==> config.mk <==
export PLATFORM = sky130hd
export DESIGN_NAME = spi_req_arbiter
export DESIGN_NICKNAME = d
export VERILOG_FILES = /design/src/rtl/spi_arb_pkg.sv /design/src/rtl/spi_req_arbiter_rr_arbiter.sv /design/src/rtl/spi_req_arbiter.sv
export SDC_FILE = /design/constraint.sdc
export NUM_CORES = 1
export LEC_CHECK = 0
export CAP_MARGIN = 20
export CORE_MARGIN = 2
export CORE_UTILIZATION = 35
export CTS_BUF_LIST = sky130_fd_sc_hd__clkbuf_4 sky130_fd_sc_hd__clkbuf_8
export DETAILED_ROUTE_END_ITERATION = 8
export PLACE_DENSITY = 0.8
export SLEW_MARGIN = 5
export SYNTH_ARGS = -nofsm -noshare
export SYNTH_HDL_FRONTEND = slang
export SYNTH_HIERARCHICAL = 1
export SYNTH_SLANG_ARGS = --single-unit
==> constraint.sdc <==
create_clock -name ACLK -period 2 [get_ports ACLK]
set_clock_uncertainty 0.1 [all_clocks]
set_input_delay 0.2 -clock ACLK [delete_from_list [all_inputs] [get_ports ACLK]]
set_output_delay 0.2 -clock ACLK [all_outputs]
set_load 0.01 [all_outputs]
==> src/rtl/spi_arb_pkg.sv <==
// Purpose: shared register map, STATUS bit position and FSM state encoding for spi_req_arbiter.
// Latency: n/a (definitions only).
// Backpressure: n/a.
package spi_arb_pkg;

  // Register offsets inside the SPI peripheral window
  localparam logic [31:0] TXDATA_OFF = 32'h0000_0000;
  localparam logic [31:0] STATUS_OFF = 32'h0000_0008;
  localparam logic [31:0] RXDATA_OFF = 32'h0000_000C;

  // STATUS[0] reads 1 while a shift is in progress
  localparam int STATUS_BUSY_BIT = 0;

  typedef enum logic [2:0] {
    ST_IDLE    = 3'd0,
    ST_WR_TX   = 3'd1,
    ST_POLL_AR = 3'd2,
    ST_POLL_R  = 3'd3,
    ST_GAP     = 3'd4,
    ST_RX_AR   = 3'd5,
    ST_RX_R    = 3'd6,
    ST_DONE    = 3'd7
  } state_e;

endpackage

==> src/rtl/spi_req_arbiter_rr_arbiter.sv <==
// Purpose: round-robin pick of the first active request at or after ptr_i (wrapping).
// Latency: purely combinational.
// Backpressure: none; the caller decides when to sample the grant.
module rr_arbiter #(
  parameter int N_REQ = 2,
  parameter int PW    = $clog2(N_REQ)
) (
  input  logic [N_REQ-1:0] req_i,
  input  logic [PW-1:0]    ptr_i,
  output logic [N_REQ-1:0] gnt_o,
  output logic [PW-1:0]    idx_o,
  output logic             vld_o
);

  logic [PW:0] scan_idx;

  // Walk the requesters starting at the pointer; the first hit wins
  always_comb begin
    gnt_o    = '0;
    idx_o    = '0;
    vld_o    = 1'b0;
    scan_idx = '0;
    for (int off = 0; off < N_REQ; off++) begin
      scan_idx = {1'b0, ptr_i} + (PW+1)'(off);
      if (scan_idx >= (PW+1)'(N_REQ)) begin
        scan_idx = scan_idx - (PW+1)'(N_REQ);
      end
      if (!vld_o && req_i[scan_idx[PW-1:0]]) begin
        vld_o                    = 1'b1;
        gnt_o[scan_idx[PW-1:0]]  = 1'b1;
        idx_o                    = scan_idx[PW-1:0];
      end
    end
  end

endmodule

==> src/rtl/spi_req_arbiter.sv <==
// Purpose: AXI-Lite master sharing one SPI peripheral among N_REQ requesters (write TX, poll, read RX).
// Latency: req sampled to done pulse is 9 cycles when each READY comes one cycle after VALID,
//          RVALID follows the AR handshake by one cycle, and STATUS is not busy on the first poll.
// Backpressure: every VALID holds with stable address/data until its READY; RREADY is only raised while a read is owed.
module spi_req_arbiter
  import spi_arb_pkg::*;
#(
  parameter int          N_REQ     = 2,
  parameter logic [31:0] BASE_ADDR = 32'h0000_0000,
  parameter int          POLL_GAP  = 4,
  parameter int          MAX_POLLS = 255
) (
  input  logic               ACLK,
  input  logic               ARESETn,
  input  logic [N_REQ-1:0]   req,
  input  logic [8*N_REQ-1:0] req_wdata,
  output logic [N_REQ-1:0]   gnt,
  output logic [N_REQ-1:0]   done,
  output logic [7:0]         rdata,
  output logic               err,
  output logic               AWVALID,
  input  logic               AWREADY,
  output logic [31:0]        AWADDR,
  output logic               WVALID,
  input  logic               WREADY,
  output logic [31:0]        WDATA,
  output logic               ARVALID,
  input  logic               ARREADY,
  output logic [31:0]        ARADDR,
  input  logic               RVALID,
  output logic               RREADY,
  input  logic [31:0]        RDATA
);

  localparam int         PW          = $clog2(N_REQ);
  localparam int         GW          = $clog2(POLL_GAP + 1);
  localparam logic [7:0] MAX_POLLS_W = 8'(MAX_POLLS);

  state_e             state_q;
  logic [PW-1:0]      owner_q;
  logic [PW-1:0]      rr_ptr_q, rr_ptr_d;
  logic [PW:0]        ptr_inc;
  logic [7:0]         poll_cnt_q, poll_cnt_d;
  logic [GW-1:0]      gap_cnt_q;
  logic [N_REQ-1:0]   gnt_q, done_q;
  logic               err_q;
  logic [7:0]         rdata_q;
  logic               awvalid_q, wvalid_q, arvalid_q, rready_q;
  logic [31:0]        awaddr_q, wdata_q, araddr_q;

  logic [N_REQ-1:0]   arb_gnt;
  logic [PW-1:0]      arb_idx;
  logic               arb_vld;
  logic               aw_clear, w_clear;
  logic               unused_rdata_hi;

  rr_arbiter #(
    .N_REQ (N_REQ),
    .PW    (PW)
  ) u_rr (
    .req_i (req),
    .ptr_i (rr_ptr_q),
    .gnt_o (arb_gnt),
    .idx_o (arb_idx),
    .vld_o (arb_vld)
  );

  // Next pointer is the requester after the current owner, wrapping at N_REQ
  assign ptr_inc    = {1'b0, owner_q} + (PW+1)'(1);
  assign rr_ptr_d   = (ptr_inc >= (PW+1)'(N_REQ)) ? '0 : ptr_inc[PW-1:0];
  assign poll_cnt_d = poll_cnt_q + 8'd1;

  // A write channel is finished once its VALID has already dropped or is handshaking now
  assign aw_clear = !awvalid_q || AWREADY;
  assign w_clear  = !wvalid_q  || WREADY;

  // Only the low byte of RDATA carries data and the busy flag
  assign unused_rdata_hi = ^RDATA[31:8];

  // Transaction sequencer: owns every registered output and the AXI channel state
  always_ff @(posedge ACLK or negedge ARESETn) begin
    if (!ARESETn) begin
      state_q    <= ST_IDLE;
      owner_q    <= '0;
      rr_ptr_q   <= '0;
      poll_cnt_q <= '0;
      gap_cnt_q  <= '0;
      gnt_q      <= '0;
      done_q     <= '0;
      err_q      <= 1'b0;
      rdata_q    <= '0;
      awvalid_q  <= 1'b0;
      wvalid_q   <= 1'b0;
      arvalid_q  <= 1'b0;
      rready_q   <= 1'b0;
      awaddr_q   <= '0;
      wdata_q    <= '0;
      araddr_q   <= '0;
    end else begin
      case (state_q)
        ST_IDLE: begin
          if (arb_vld) begin
            gnt_q      <= arb_gnt;
            owner_q    <= arb_idx;
            wdata_q    <= {24'h0, req_wdata[{arb_idx, 3'b000} +: 8]};
            awaddr_q   <= BASE_ADDR + TXDATA_OFF;
            awvalid_q  <= 1'b1;
            wvalid_q   <= 1'b1;
            poll_cnt_q <= '0;
            state_q    <= ST_WR_TX;
          end
        end
        ST_WR_TX: begin
          if (awvalid_q && AWREADY) awvalid_q <= 1'b0;
          if (wvalid_q && WREADY)   wvalid_q  <= 1'b0;
          if (aw_clear && w_clear) begin
            araddr_q  <= BASE_ADDR + STATUS_OFF;
            arvalid_q <= 1'b1;
            state_q   <= ST_POLL_AR;
          end
        end
        ST_POLL_AR: begin
          if (ARREADY) begin
            arvalid_q <= 1'b0;
            rready_q  <= 1'b1;
            state_q   <= ST_POLL_R;
          end
        end
        ST_POLL_R: begin
          if (RVALID && rready_q) begin
            rready_q <= 1'b0;
            if (!RDATA[STATUS_BUSY_BIT]) begin
              araddr_q  <= BASE_ADDR + RXDATA_OFF;
              arvalid_q <= 1'b1;
              state_q   <= ST_RX_AR;
            end else begin
              poll_cnt_q <= poll_cnt_d;
              if (poll_cnt_d == MAX_POLLS_W) begin
                // Peripheral never went idle: give up, report error with a zero byte
                done_q  <= gnt_q;
                gnt_q   <= '0;
                err_q   <= 1'b1;
                rdata_q <= '0;
                state_q <= ST_DONE;
              end else begin
                gap_cnt_q <= '0;
                state_q   <= ST_GAP;
              end
            end
          end
        end
        ST_GAP: begin
          if (gap_cnt_q == GW'(POLL_GAP - 1)) begin
            araddr_q  <= BASE_ADDR + STATUS_OFF;
            arvalid_q <= 1'b1;
            state_q   <= ST_POLL_AR;
          end else begin
            gap_cnt_q <= gap_cnt_q + GW'(1);
          end
        end
        ST_RX_AR: begin
          if (ARREADY) begin
            arvalid_q <= 1'b0;
            rready_q  <= 1'b1;
            state_q   <= ST_RX_R;
          end
        end
        ST_RX_R: begin
          if (RVALID && rready_q) begin
            rready_q <= 1'b0;
            rdata_q  <= RDATA[7:0];
            done_q   <= gnt_q;
            gnt_q    <= '0;
            err_q    <= 1'b0;
            state_q  <= ST_DONE;
          end
        end
        ST_DONE: begin
          done_q   <= '0;
          err_q    <= 1'b0;
          rr_ptr_q <= rr_ptr_d;
          state_q  <= ST_IDLE;
        end
        default: state_q <= ST_IDLE;
      endcase
    end
  end

  assign gnt     = gnt_q;
  assign done    = done_q;
  assign rdata   = rdata_q;
  assign err     = err_q;
  assign AWVALID = awvalid_q;
  assign AWADDR  = awaddr_q;
  assign WVALID  = wvalid_q;
  assign WDATA   = wdata_q;
  assign ARVALID = arvalid_q;
  assign ARADDR  = araddr_q;
  assign RREADY  = rready_q;

endmodule

### After elaboration in Yosys (flattened, before gate mapping)

Index checks and enable logic that the tools add are counted.
W data, S select, Z words.

* shift operators: 1
* eq/ne operators: 25
* order comparisons: 7
* muxes and demuxes: 75
* bitwise gates (word level): 1
* add/subtract/negate cells: 6
* reduce and logical (&&, ||, !) cells: 36

Operators with widths (count)
* $mux W32: 4
* $pmux W32 S3: 1
* $mux W8: 7
* $mux W3: 11
* $pmux W8 S2: 2
* $ne A2 B2 Y1 const B: 14
* $mux W1: 26
* $mux W2: 13
* $pmux W3 S8: 1
* $reduce_and A5 Y1: 4
* $shiftx A16 B5 Y8: 1
* $eq A3 B3 Y1 const B: 4
* $pmux W2 S3: 2
* $reduce_and A6 Y1: 2
* $reduce_bool A2 Y1: 5
* $eq A3 B2 Y1 const B: 3
* $reduce_and A3 Y1: 3
* $reduce_bool A3 Y1: 3
* $add A8 B1 Y8 const B: 1
* $eq A8 B8 Y1 const B: 1
* $logic_and A1 B1 Y1: 7
* $reduce_and A7 Y1: 1
* $pmux W1 S2: 3
* $pmux W3 S2: 1
* other kinds (20): 31

* output and inout port bits: 113
* logic and storage cells: 166
* bits in registers: 73

### Logic depth before layout (Yosys ltp)

Gate-level depths: netlist of run 1.

* depth in word-level cells: 11
* mapped depth: 7
* depth with buffers taken out: 7

### By module

Netlist of run 1, hierarchy kept.

By module, submodules not included
* spi_req_arbiter: area each 2847.7 µm², seq. area each 1076.0 µm², cells each 312, instances 1
* rr_arbiter: area each 32.5 µm², seq. area each 0.0 µm², cells each 5, instances 1

### Worst setup path before layout of run 1

Ideal clock, no wire load.

* kind: register to register
* from: register poll_cnt_q[0]
* to: register rdata_q[0], in the netlist rdata[0]
* library setup time: 121 ps
* path slack: -128 ps
* arrival time: 1907 ps
* period minus slack after synthesis: 2128 ps
* stages on the path, launching flop included: 7
* path buffers: 0
* cell sequence: dfrtp_1 ha_1 xnor2_1 or3_1 a2111oi_4 o21ai_4 a22o_1

* longest elaborated chain between the ends: 4

RTL lines
* start, declared: line spi_req_arbiter.sv:43 `logic [7:0] poll_cnt_q, poll_cnt_d;`
* start signal, assigned: line spi_req_arbiter.sv:137 `poll_cnt_q <= poll_cnt_d;`
* $add A8 B1 Y8: line spi_req_arbiter.sv:71 `assign poll_cnt_d = poll_cnt_q + 8'd1;`
* $eq A8 B8 Y1: line spi_req_arbiter.sv:138 `if (poll_cnt_d == MAX_POLLS_W) begin`
* $ne A2 B2 Y1 (no source line)
* $reduce_and A5 Y1 (no source line)
* end signal, assigned: line spi_req_arbiter.sv:171 `rdata_q <= RDATA[7:0];`
* end, declared: line spi_req_arbiter.sv:47 `logic [7:0] rdata_q;`

No other way between the ends.
A chain may end at the register's enable or synchronous reset.

### Final worst setup path of run 1

* from: register poll_cnt_q[0]
* to: register rdata_q[4], in the netlist rdata[4]

The elaborated chain is that of the path after synthesis.

==> results of run 1 <==
flip-flops by register name, indices dropped and copies added (netlist names):
name	count
WDATA	8
poll_cnt_q	8
rdata	8
gap_cnt_q	3
state_q	3
ARADDR	2
done	2
gnt	2
ARVALID	1
AWVALID	1
RREADY	1
WVALID	1
err	1
owner_q	1
rr_ptr_q	1
worst paths after layout:
kind / start / to / slack, ps / depth (start not counted)
setup / recovery: poll_cnt_q[0] / rdata[4] / -50 / 7
hold / removal: ARESETn / poll_cnt_q[4] / 330 / 2
setup reg to reg: poll_cnt_q[0] / rdata[4] / -50 / 7
hold reg to reg: owner_q / rr_ptr_q / 380 / 1
max in group asynchronous: ARESETn / state_q[2] / 960 / 3
min in group ACLK: owner_q / rr_ptr_q / 380 / 1
power by group through the flow:
stage / Combinational [mW] / Sequential, mW / Clock [mW]
after floorplan: 1.19 / 1.48 / 0
after global routing: 2.34 / 1.50 / 0.659
after CTS: 2.10 / 1.44 / 0.627
after detailed placement: 2.03 / 1.46 / 0
final: 2.13 / 1.45 / 0.614
after global placement: 1.97 / 1.43 / 0
critical path, stage by stage, from the launching register on:
cell,delay [ps]
dfrtp_1,420
ha_4,190
nand3_4,70
or3_4,360
a2111oi_4,310
buf_6,180
o21ai_4,80
a22o_1,230
final cells by class:
class | instances | area (sq um) | area share [%]
inverters | 12 | 45.0 | 1.22
flip-flops and latches | 43 | 1080 | 29.2
well taps | 105 | 131 | 3.55
clock buffers | 7 | 96.3 | 2.61
multi-input cells | 251 | 1470 | 39.9
clock inverters | 1 | 7.51 | 0.203
repair buffers | 93 | 865 | 23.4
layout by cell type (no fill, tap or decap), types with 4 or more instances in the layout:
cell type        netlist  routed
conb_1                 1      86
clkbuf_8               0       7
nand2b_1               6       6
nor2_1                18      18
a22o_1                12      12
dfrtp_1               43      41
buf_4                 86      30
o21ai_0               17      16
a21oi_1               14      14
mux2_2                 4       4
nand2_1               22      22
nand3_1                6       5
o22ai_1                6       6
clkdlybuf4s50_1        0      57
inv_1                 12      12
mux2i_1               10      10
stage by stage:
stage                     area [sq um]  power (mW)  hold slack, ps  cells  utilization, %
final                             3700        4.19             329    512            45.7
after global routing              3700        4.50             384    512            45.7
after CTS                         3650        4.17             355    511            45.1
after detailed placement          3480        3.49             113    498            43.0
after global placement            3480        3.40             105    498            43.0
after floorplan                   3220        2.67            -196    402               -
what timing repair did:
action | in CTS | in global routing
pin swaps | 2 | 15
setup buffers | 3 | 1
hold buffers | 1 | 0
resized for setup | 5 | 10
endpoints found under the hold margin | 22 | 0
setup endpoints to repair | 18 | 22
cloned | 1 | 0
per-layer routing:
metal  global-route usage, %  vias to the layer above  share of wire, %
met5                       0                        -                 0
met4                    2.29                        0              0.20
met1                    18.6                     1090                41
met3                    3.35                        4               7.7
li1                        -                     1094                 -
met2                    24.0                      106                51
cells by family after synthesis:
| group | Yosys count |
|---|---|
| AO/OA/AOI/OAI | 74 |
| XOR/XNOR | 2 |
| adder cells (fa/ha/maj) | 4 |
| buffers and inverters | 109 |
| flip-flops | 43 |
| multiplexers | 14 |
| other | 1 |
| AND/OR/NAND/NOR | 70 |
==> results by group, run 1 <==
Status
  – Status: finished, violations left
  – Failing checks: negative setup slack

Placed design
  – Dpl hpwl: a little under 5000 microns
  – Placer Congestion: 0.873
  – Port Buffers: just under 60
  – Worst slack at placement: -156 ps

Logic synthesis
  – Synth Area in Compound Gates: 17.9%
  – Mapped cell area: 0.00288 sq mm
  – Register bit total from synthesis: 43
  – Area leader, netlist: dfrtp_1
  – Most instantiated cells after synthesis: 86 x buf_4, 43 x dfrtp_1, 22 x nand2_1
  – Library cells used by synthesis: between 40 and 50
  – Seq/Total Area, Yosys: approximately 37%
  – Simple-Gate Fraction of Synth Area: 11.7%
  – Post-synthesis mux area share: just over 5%
  – Post-Synth XOR/XNOR Area: less than 1%
  – Combinational family with the most area after synthesis: buffers and inverters
  – Post-synth EDFFs: 0
  – Yosys top cell area share: about 37%
  – Synth top area cells: dfrtp_1 37%, buf_4 22%, a22o_1 3.6%
  – Cells after Synth: approximately 320
  – Synth Area in Adders: roughly 1.7%
  – Synth Area per Inst: 9.09 sq um
  – Async set-reset flop share out of synthesis: 100%
  – Yosys Warn Count: 6
  – Synth Flop Type: dfrtp_1
  – Most common cell in the netlist: buf_4

Layout
  – Layout area overhead: 28.4%
  – Layout cell share with drive strength beyond 1: between 15 and 20%
  – Fill cells: 789
  – Final net count: 466
  – Diode count: 0

Pwr
  – Reg power frac: between 30% and 40%
  – P_leak: between 1.5 and 2 nW
  – Combinational share of power: between 50% and 60%
  – Internal: around 2.6 mW
  – Clock share of power: 14.6%
  – Pwr dens: around 1100 mW/mm^2
  – Worst VDD drop: 0.593 mV
  – Switching Power: roughly 1.6 mW
  – Switching portion of total power: 39.1%

Die
  – Core footprint: 0.00809 sq mm
  – Die H: between 90 and 100 microns
  – I/O pin total: 169
  – # rows: 33
  – Die Width: 94.7 microns
  – Initial Utilization: around 36%
  – Die area: around 0.009 sq mm

STA
  – Final Hold Violating Endpoints: 0
  – Peak Freq: roughly 0.49 GHz
  – Setup violators final: 11
  – RSZ-0062 raised after global routing: true
  – Tmin final: between 2000 and 2500 ps
  – Final Max Slew Viols: 0
  – Part of the cycle the worst path needs: 102%
  – Slew @ Worst Pin: 538 ps
  – Final WS setup: -48.9 ps
  – Setup tns final: -429 ps
  – Slew HR: between 60% and 70%

Route
  – Drt wl/cell: between 10 and 15 microns
  – DRT iter0 DRCs: 141
  – 1st-pass router iterations: 4
  – Final wirelength: around 6500 microns
  – Via density: ~4.5
  – Routed vias: 2,294
  – DRC viols: 0
  – Routed Antenna Nets: 0

Setup path
  – Crit Path Category: reg -> reg
  – Req. time, crit path: ~2100 ps
  – Worst-path fanout max: 5
  – CP endpoint kind: flop
  – CP Launch Type: flop
  – WP data arrival: 2140 ps

Clock network
  – CTS tree: done
  – H-tree depth: 2
  – Clock buffer count from CTS: 5
  – Clock Latency Late Sink: about 290 ps
  – Root Buffer: clkbuf_8
  – Clock slew at reported path FFs: roughly 80 ps
  – Clock Path Buffers: 2
  – Clock sink total: between 40 and 50

GRT
  – Aggregate global routing overflow: 0
  – Total GRT Usage: between 10 and 15%
  – Pin count of the biggest net entering global routing: 24
  – Vias in the first global route: 2,192
  – First-pass GRT wire length: 10,200 microns
  – Antenna violations before repair: 0

Worst hold path
  – HP Class: in -> async

Flow run
  – Count of max-cap constraint violations: 0
Power figures use the tool's default switching activity.
==> run 2, diff against run 1 <==
CORE_UTILIZATION = 42   (was 35)
PLACE_DENSITY = 0.9   (was 0.8)
clock period = 2.37 ns   (was 2 ns; I/O delays follow)
==> run 2 against run 1 <==
The run now ends clean. Non-clock buffer count is 23 lower. Cell count is 9.6% lower. Final area is 7.9% lower. Hold slack worse by 96 ps. Register-to-register slack better by 140 ps. Critical path depth stayed put. Clock-buffer cell count is 1 lower. Via count is 2.5% lower. Power is 18% lower. Setup slack better by 140 ps. Sequential power is 15% lower. Core utilization is 5.0 points higher. Critical path type unchanged. Largest cell class unchanged. Largest power group unchanged.
==> results by group, run 2 (synthesis gave the netlist of run 1 again) <==
STA
  – Worst hold margin: 233 ps (-96.2 ps)
  – Setup tns final: 0 ps (+429 ps)
  – Part of the cycle the worst path needs: 96.0% (-6.4 points)
  – Final Hold Violating Endpoints: 0 (unchanged)
  – RSZ-0062 raised after global routing: false
  – Peak Freq: 0.439 GHz (-10%)
  – Tmin final: 2280 ps (+227 ps)
  – Final Max Slew Viols: 0 (unchanged)
  – Setup violators final: 0 (-11)

Layout
  – Final net count: 442 (-5.2%)
  – Layout area overhead: 18.2%
  – Most frequent cells in the layout: 86 x conb_1, 57 x clkdlybuf4s50_1, 42 x dfrtp_1, 22 x nand2_1, 18 x nor2_1
  – Leading cell type in the layout, fill and taps excluded: conb_1
  – Layout cell share with drive strength beyond 1: 8.62% (-7.4 points)
  – Fill cells: 610 (-23%)
  – Diode count: 0 (unchanged)

GRT
  – Aggregate global routing overflow: 0 (unchanged)
  – First-pass GRT wire length: 9250 microns (-9.0%)
  – Pin count of the biggest net entering global routing: 34 (+42%)
  – Total GRT Usage: 15.3% (+1.2 points)
  – Vias in the first global route: 2,076 (-5.3%)
  – Antenna violations before repair: 0 (unchanged)

Status
  – Status: complete, no violations

Setup path
  – Critical R2R Launch: poll_cnt_q[0]
  – CP Launch Type: flop
  – WP data arrival: 2360 ps (+220 ps)
  – Crit Path Category: reg -> reg
  – Buf/Inv on CP: 1 (unchanged)
  – Worst-path fanout max: 10 (+5)
  – Worst R2R Setup Slack: 90 ps (+140 ps)
  – Critical path's top delay family: compound AO/OA/AOI/OAI gates
  – Worst path cell trace: ha_2 -> nand3_1 -> or3_4 -> a2111oi_4 -> buf_4 -> o21ai_4 -> a22o_1
  – Req. time, crit path: 2460 ps (+370 ps)
  – Reg2reg end: rdata[4]
  – Crit-path max cell delay: 410 ps (about the same)
  – Slowest stage cell, crit path: dfrtp_2
  – Critical path depth: 7 (unchanged)
  – CP endpoint kind: flop
  – Reg2Reg Depth: 7 (unchanged)

Pwr
  – P_leak: 1.57 nW (-6.8%)
  – Switching Power: 1.32 mW (-20%)
  – Worst VDD drop: 0.595 mV (+0.33%)
  – Switching portion of total power: 38.3% (-0.80 points)
  – Reg power frac: 35.8% (+1.2 points)
  – Combinational share of power: 46.9% (-3.9 points)
  – Pwr dens: 1010 mW/mm^2 (-11%)
  – Internal: 2.12 mW (-17%)
  – Clock share of power: 17.4% (+2.8 points)

Clock network
  – Clock Path Buffers: 2 (unchanged)
  – Clock slew at reported path FFs: 80 ps (about the same)
  – CTS tree: done
  – Root Buffer: clkbuf_8
  – H-tree depth: 2 (unchanged)
  – Clock buffer count from CTS: 5 (unchanged)
  – Clock Latency Late Sink: 300 ps (about the same)
  – Clock sink total: 43 (unchanged)

Flow run
  – Count of max-cap constraint violations: 0 (unchanged)

Route
  – Routed vias: 2,236 (-2.5%)
  – 1st-pass router iterations: 5 (+1)
  – Final wirelength: 6010 microns (-7.0%)
  – Via density: 4.83 (+7.8%)
  – Drt wl/cell: 13.0 microns (+2.8%)
  – DRT iter0 DRCs: 169 (+20%)
  – Routed Antenna Nets: 0 (unchanged)
  – DRC viols: 0 (unchanged)

Die
  – Core footprint: 0.00672 sq mm (-17%)
  – I/O pin total: 169 (unchanged)
  – Die Width: 86.8 microns (-8.3%)
  – Die H: 86.8 microns (-8.3%)
  – Die area: 0.00754 sq mm (-16%)
  – Initial Utilization: 42.9% (+7.3 points)
  – # rows: 30 (-9.1%)

Placed design
  – Port Buffers: 58 (unchanged)
  – Dpl hpwl: 4630 microns (-3.8%)
  – Placer Congestion: 0.878 (+0.61%)

Worst hold path
  – HP Class: in -> async
run 2: per-layer routing:
layer / global-route usage [%] / routed length [microns] / part of all wire (%) / vias to the layer above
met4: 3.98 / 38 / 0.63 / 0
met5: 0 / 0 / 0 / -
met2: 26.3 / 3050 / 51 / 137
li1: - / - / - / 1047
met1: 19.0 / 2470 / 41 / 1047
met3: 3.90 / 451 / 7.5 / 5
run 2: final cells by class:
class	count	area (sq um)	area share (%)
Inverter	12	45.0	1.32
Clock inverter	2	35.0	1.03
Timing Repair Buffer	70	668	19.6
Clock buffer	6	82.6	2.43
Tap cell	80	100	2.94
Sequential cell	43	1080	31.6
Multi-Input combinational cell	250	1400	41.0
run 2: what timing repair did:
item	4_1_cts	5_1_grt
hold buffers	1	0
hold endpoints to repair	10	0
endpoints found under the setup margin	5	11
setup buffers	1	1
pin swaps	1	0
resized for setup	0	3
run 2: worst max path at each step:
| stage | from | end | slack, ps |
|---|---|---|---|
| after floorplan | poll_cnt_q[0] | rdata[0] | 240 |
| after global placement | poll_cnt_q[0] | rdata[4] | 100 |
| after detailed placement | poll_cnt_q[0] | rdata[7] | 10 |
| after CTS | poll_cnt_q[0] | rdata[4] | 50 |
| after global routing | poll_cnt_q[0] | rdata[4] | 8 |
| final | poll_cnt_q[0] | rdata[4] | 90 |
run 2: through the flow:
stage | power [mW] | cells | area [sq um] | worst slack [ps] | utilization [%]
after floorplan | 2.25 | 402 | 3200 | 242 | -
after global placement | 2.75 | 452 | 3260 | 98.8 | 48.5
after detailed placement | 2.83 | 452 | 3260 | 12.4 | 48.5
after CTS | 3.44 | 462 | 3390 | 50.0 | 50.5
after global routing | 3.68 | 463 | 3400 | 7.99 | 50.7
final | 3.43 | 463 | 3400 | 93.7 | 50.7
run 2: power groups by stage:
stage	registers [mW]	logic [mW]	clock network (mW)
after floorplan	1.24	1.01	0
after global placement	1.22	1.53	0
after detailed placement	1.24	1.59	0
after CTS	1.23	1.60	0.614
after global routing	1.27	1.77	0.641
final	1.23	1.61	0.597
==> run 3, diff against run 2 <==
TNS_END_PERCENT = 20   (was unset)
==> results of run 3 <==
No change in the layout: final DEF, timing and power equal those of run 2.
